==> src/rtl/mips_multicycle_ctrl.sv <==
// Multicycle MIPS control FSM: Moore state register, combinational decode
// of datapath enables and ALU operation from the current state.
module mips_multicycle_ctrl #(
    parameter logic [3:0] RESET_STATE = 4'd0
) (
    input  logic       clk,
    input  logic       rst_n,
    input  logic [5:0] op,
    input  logic [5:0] funct,
    input  logic       zero,
    output logic [2:0] aluOp,
    output logic       iord,
    output logic       ir_write,
    output logic       mem_write,
    output logic       mem_to_reg,
    output logic       reg_dst,
    output logic       reg_write,
    output logic       alu_src_a,
    output logic [1:0] alu_src_b,
    output logic [1:0] pc_src,
    output logic       pc_en,
    output logic       illegal,
    output logic [3:0] state
);

    typedef enum logic [3:0] {
        S_FETCH   = 4'd0,
        S_DECODE  = 4'd1,
        S_MEMADR  = 4'd2,
        S_MEMRD   = 4'd3,
        S_MEMWB   = 4'd4,
        S_MEMWR   = 4'd5,
        S_EXECUTE = 4'd6,
        S_ALUWB   = 4'd7,
        S_BRANCH  = 4'd8,
        S_ADDIEX  = 4'd9,
        S_ADDIWB  = 4'd10,
        S_JUMP    = 4'd11
    } state_t;

    localparam logic [5:0] OP_RTYPE = 6'b000000;
    localparam logic [5:0] OP_LW    = 6'b100011;
    localparam logic [5:0] OP_SW    = 6'b101011;
    localparam logic [5:0] OP_BEQ   = 6'b000100;
    localparam logic [5:0] OP_ADDI  = 6'b001000;
    localparam logic [5:0] OP_J     = 6'b000010;

    state_t state_q;
    state_t state_d;
    logic   pc_write;
    logic   branch;
    logic   fn_ok;
    logic [2:0] fn_alu;

    always_ff @(posedge clk or negedge rst_n) begin
        if (!rst_n) state_q <= state_t'(RESET_STATE);
        else        state_q <= state_d;
    end

    always_comb begin
        fn_ok  = 1'b1;
        fn_alu = 3'b010;
        case (funct)
            6'b100000: fn_alu = 3'b010;
            6'b100010: fn_alu = 3'b110;
            6'b100100: fn_alu = 3'b000;
            6'b100101: fn_alu = 3'b001;
            6'b101010: fn_alu = 3'b111;
            default:   fn_ok  = 1'b0;
        endcase
    end

    always_comb begin
        aluOp      = 3'b010;
        iord       = 1'b0;
        ir_write   = 1'b0;
        mem_write  = 1'b0;
        mem_to_reg = 1'b0;
        reg_dst    = 1'b0;
        reg_write  = 1'b0;
        alu_src_a  = 1'b0;
        alu_src_b  = 2'b00;
        pc_src     = 2'b00;
        pc_write   = 1'b0;
        branch     = 1'b0;
        illegal    = 1'b0;
        state_d    = S_FETCH;
        case (state_q)
            S_FETCH: begin
                ir_write  = 1'b1;
                alu_src_b = 2'b01;
                pc_write  = 1'b1;
                state_d   = S_DECODE;
            end
            S_DECODE: begin
                alu_src_b = 2'b11;
                if (op == OP_LW || op == OP_SW)
                    state_d = S_MEMADR;
                else if (op == OP_RTYPE && fn_ok)
                    state_d = S_EXECUTE;
                else if (op == OP_BEQ)
                    state_d = S_BRANCH;
                else if (op == OP_ADDI)
                    state_d = S_ADDIEX;
                else if (op == OP_J)
                    state_d = S_JUMP;
                else
                    illegal = 1'b1;
            end
            S_MEMADR: begin
                alu_src_a = 1'b1;
                alu_src_b = 2'b10;
                state_d   = (op == OP_LW) ? S_MEMRD : S_MEMWR;
            end
            S_MEMRD: begin
                iord    = 1'b1;
                state_d = S_MEMWB;
            end
            S_MEMWB: begin
                mem_to_reg = 1'b1;
                reg_write  = 1'b1;
            end
            S_MEMWR: begin
                iord      = 1'b1;
                mem_write = 1'b1;
            end
            S_EXECUTE: begin
                alu_src_a = 1'b1;
                aluOp     = fn_alu;
                state_d   = S_ALUWB;
            end
            S_ALUWB: begin
                reg_dst   = 1'b1;
                reg_write = 1'b1;
            end
            S_BRANCH: begin
                alu_src_a = 1'b1;
                aluOp     = 3'b110;
                pc_src    = 2'b01;
                branch    = 1'b1;
            end
            S_ADDIEX: begin
                alu_src_a = 1'b1;
                alu_src_b = 2'b10;
                state_d   = S_ADDIWB;
            end
            S_ADDIWB: begin
                reg_write = 1'b1;
            end
            S_JUMP: begin
                pc_src   = 2'b10;
                pc_write = 1'b1;
            end
            // codes 12-15: recover to fetch and flag it
            default: illegal = 1'b1;
        endcase
    end

    assign pc_en = pc_write | (branch & zero);
    assign state = state_q;

endmodule
==> config.mk <==
export PLATFORM = sky130hd
export DESIGN_NAME = mips_multicycle_ctrl
export DESIGN_NICKNAME = d
export VERILOG_FILES = /design/src/rtl/mips_multicycle_ctrl.sv
export SDC_FILE = /design/constraint.sdc
export NUM_CORES = 1
export LEC_CHECK = 0
export ABC_CLOCK_PERIOD_IN_PS = 1200
export BUFFER_PORTS_ARGS = -buffer_cell sky130_fd_sc_hd__buf_2
export CORE_MARGIN = 10
export CORE_UTILIZATION = 36
export CTS_BUF_LIST = sky130_fd_sc_hd__clkbuf_16
export DETAILED_ROUTE_END_ITERATION = 10
export GPL_TIMING_DRIVEN = 0
export PLACE_DENSITY = 0.83
export SLEW_MARGIN = 20
export SYNTH_ARGS = -nofsm -noshare
export SYNTH_HDL_FRONTEND = slang
export SYNTH_SLANG_ARGS = --single-unit
==> constraint.sdc <==
create_clock -name clk -period 1.2 [get_ports clk]
set_input_delay 0.06 -clock clk [delete_from_list [all_inputs] [get_ports clk]]
set_output_delay 0.06 -clock clk [all_outputs]
set_load 0.05 [all_outputs]
==> results.cfg, run 1 <==
[clocking]
cts_buffers = 3
cts.htree.levels = 1
clkSinkCount = 4
root_buffer = clkbuf_16
clk_path_buf_depth = 2
cts_setup_buffers = 13
cts_resized = 60
cts_hold_buf = 1

[die]
start_util_pct = 39.2
die_height_um = 58.1
die_w_um = 58.1
num_rows = 13
io_pins = 35

[yosys]
synth_compound_area_share_pct = 24.4
avgSynthCellArea_um2 = 7.07
netlist_area_um2 = 523
syn_nets = 89
postSynthCellCount = 74
synth_xor_xnor_area_share_pct = 3.35
synth_top_family_by_area = simple AND/OR/NAND/NOR gates
synth_fa_ha_area_share_pct = 0
synth_seq_area_share_pct = 19.1
synth_cell_types = 36
synthSimpleGateAreaFrac_pct = 46.4
synth-seq-cells = 4
ys_warn_count = 0
synthMuxAreaShare_pct = 1.91

[place]
dp.cells = 123
dpl.hpwl_mm = 1.62
gp_congestion = 0.785
io_buffers = 34

[outcome]
stop_error = [ERROR DPL-0038] Utilization greater than 100%, impossible to legalize
status = stopped before the end
lastStage = clock tree synthesis (4_1_cts)
[through the flow]
stage | utilization, % | worst slack (ns) | hold WS (ns) | cell area, µm² | TNS (ns)
floorplan | - | -0.499 | -0.236 | 761 | -5.17
global placement | 71.2 | -0.442 | -0.137 | 950 | -2.33
detailed placement | 71.2 | -0.468 | -0.129 | 950 | -2.69
[logic make-up after synthesis]
group                     Yosys count
and+or+nand+nor                    42
xor gates and xnor gates            2
AOI/OAI and AO/OA                  19
muxes                               1
DFF                                 4
buffers and inverters               6
[cells in the mapped netlist, drive strengths merged]
library cell / n / area, µm²
a21oi: 4 / 20.0
or4b: 1 / 10.0
clkbuf: 4 / 16.3
buf: 1 / 5.00
nand4: 1 / 6.26
a22o: 1 / 8.76
or3: 1 / 6.26
nor2b: 1 / 6.26
xor2: 2 / 17.5
nor4bb: 1 / 10.0
nor4b: 2 / 17.5
inv: 1 / 3.75
dfrtp: 4 / 100
nand2: 8 / 30.0
o21ai: 6 / 33.8
or3b: 1 / 8.76
o32ai: 1 / 8.76
a32o: 1 / 10.0
o21bai: 1 / 7.51
nand2b: 4 / 25.0
a31o: 1 / 8.76
nor3b: 1 / 7.51
nor3: 5 / 25.0
a21o: 2 / 15.0
o211ai: 1 / 7.51
and4: 1 / 8.76
and4bb: 1 / 12.5
nor2: 9 / 33.8
nor4: 2 / 18.8
mux2i: 1 / 10.0
nand3: 2 / 10.0
and3: 1 / 6.26
o31ai: 1 / 7.51
==> inputs of run 2 (changes only) <==
ABC_CLOCK_PERIOD_IN_PS = 1600   (was 1200)
CORE_AREA = 10 10 71 73   (was unset)
CORE_MARGIN = unset   (was 10)
CORE_UTILIZATION = unset   (was 36)
CTS_BUF_LIST = unset   (was sky130_fd_sc_hd__clkbuf_16)
DIE_AREA = 0 0 81 83   (was unset)
PLACE_DENSITY = unset   (was 0.83)
PLACE_DENSITY_LB_ADDON = 0.15   (was unset)
clock period = 1.6 ns   (was 1.2 ns; I/O delays follow)
==> results.cfg, run 2 <==
[detailed_routing]
topRoutingLayerUsed = met4
drc_errors = 0
avgRoutedWirePerCell_um = 13.6
antenna_left = 0
viasPerCell = 4.30
num_vias = 710
wl_met2_mm = 1.02
drt-total-wl_mm = 2.24
first_iter_violations = 50
wl_met1_um = 988
wl_met3_um = 210
first_pass_iters = 4

[die]
die_height_um = 83
num_rows = 22
io_pins = 35
start_util_pct = 14.4
die-area_um2 = 6720
core_area_um2 = 3630
die_w_um = 81

[timing]
finalSetupViolCount = 2
rsz0062_at_grt = true
finalWorstSetupSlack_ns = -0.128
maxSlewHeadroom_pct = 75.5
worst_pin_slew_ns = 0.363
max_freq_mhz = 579
finalCritPeriodShare_pct = 108
fin_setup_tns_ns = -0.165
period_minus_slack_ns = 1.73
finalMaxSlewViolations = 0
finalHoldViolations = 0
fin_worst_skew_ns = 0.00400

[yosys]
synth_top_flop_cell = dfrtp_1
avgSynthCellArea_um2 = 7.07
netlist_area_um2 = 523
synth_edf_count = 0
synth_seq_area_share_pct = 19.1
ys_warn_count = 0
synth-seq-cells = 4
postSynthCellCount = 74
synth_top_area_share_pct = 19.1
syn_nets = 89
async_reset_ff_share_pct = 100
synth_cell_types = 36
yosysMostFrequentCell = nor2_1
yosysTopAreaCell = dfrtp_1
synthTopCellsByArea = dfrtp_1 (19%), nor2_1 (6.5%), nand2_1 (5.7%), nand2b_1 (4.8%), nor3_1 (4.8%)
synth_top_cells_by_count = nor2_1 (9), nand2_1 (8), nor3_1 (5), o21ai_0 (5)

[finish]
final_cell_mix = buf_2 (24), buf_4 (10), buf_6 (7), nand2_1 (6)
seq_area_um2 = 105
diodes = 0
fin_util_pct = 29.2
fillers = 403
layout_commonest_cell = buf_2
drive_gt1_share_pct = 65.0
synthToLayoutAreaGrowth_pct = 103
fin_nets = 134
multi_input_area_um2 = 538
largest_reg_flops = 4

[setup_path]
crit_path_top_delay_cell = or4b_4
crit_path_end_kind = primary output
setup.worst_path.start_class = flip-flop
slowest_delay_ns = 0.48
path_cells = and4bb_2 -> nand2_2 -> or4b_4 -> buf_8
path_delay_family = simple AND/OR/NAND/NOR gates
cp.required_ns = 1.52
path_class = reg -> out
path_buf_inv = 1
critPathLaunch = state[0]
r2r_start = state[3]
cp.arrival_ns = 1.65
path_max_fanout = 4

[clocking]
root_buffer = clkbuf_8
clock_latency_ns = 0.21
cts.htree.levels = 1
clk_path_buf_depth = 2
cts_tree = done
cts.clk_slew.worst_paths_ns = 0.03
cts_buffers = 3
clkSinkCount = 4

[grt]
grt_pass1_wl_mm = 3.82
antenna_found_initial = 0
grt_usage_pct = 6.89
overflow = 0
first_global_vias = 765
grt_max_degree = 11

[place]
gp_congestion = 0.745
dpl.hpwl_mm = 1.81
io_buffers = 34

[outcome]
violations = setup timing
status = finished, violations left

[worst_hold_path]
min_path_type = in -> async

[flow_run]
maxCapViolCount = 0

[power]
powerDensity_nw_per_um2 = 1450
vdd.ir_drop.worst_mv = 0.394
leakagePower_uw = 0.000460
power_uw = 1540
[run 2: cell counts after synthesis]
No cell type changed its count.
[run 2: final timing paths]
path / to / slack [ns] / depth (start not counted)
max: aluOp[1] / -0.13 / 4
min: state[3] / 0.20 / 2
max reg2reg: state[3] / 0.24 / 4
min reg2reg: state[0] / 0.71 / 2
max in group asynchronous: state[2] / 1.26 / 2
min in group clk: state[2] / 0.25 / 4
[run 2: through the flow]
stage | cell area, µm² | hold slack (ns) | setup slack (ns) | std cells
2_1_floorplan | 671 | -0.216 | -0.139 | 74
3_3_place_gp | 901 | -0.112 | -0.0984 | 156
3_5_place_dp | 901 | -0.111 | -0.117 | 156
4_1_cts | 1070 | 0.208 | -0.160 | 166
5_1_grt | 1060 | 0.226 | -0.193 | 165
6_report | 1060 | 0.204 | -0.128 | 165
[run 2: logic make-up after synthesis]
kind of cell | count (synthesis) | share of synthesized area (%)
buf+inv | 6 | 4.78
flops | 4 | 19.1
mux | 1 | 1.91
simple gates | 42 | 46.4
compound gates | 19 | 24.4
xor+xnor | 2 | 3.35
[run 2: power breakdown]
group	switching [µW]	total, µW	internal [µW]
sequential	31.4	160	129
clock	46.6	206	160
combinational	770	1180	406
[run 2: area by class of cell]
class	instances	area share, %
Clock buffer	3	3.89
Buffer	4	2.94
Inverter	1	0.353
Multi-Input combinational cell	64	50.6
Tap cell	48	5.65
Sequential cell	4	9.89
Timing Repair Buffer	41	26.6
[run 2: what timing repair did]
item | CTS | global route
hold buffers | 1 | 0
pin swaps | 3 | 2
buffers inserted | 6 | 0
endpoints found under the hold margin | 4 | 0
setup endpoints to repair | 10 | 15
resized for setup | 23 | 9
[run 2: metal layers]
metal	GRT usage [%]	up-vias
met2	10.5	23
met1	8.55	322
li1	-	363
met4	1.72	0
met5	0	-
met3	3.02	2
(Power assumes the default switching activity.)
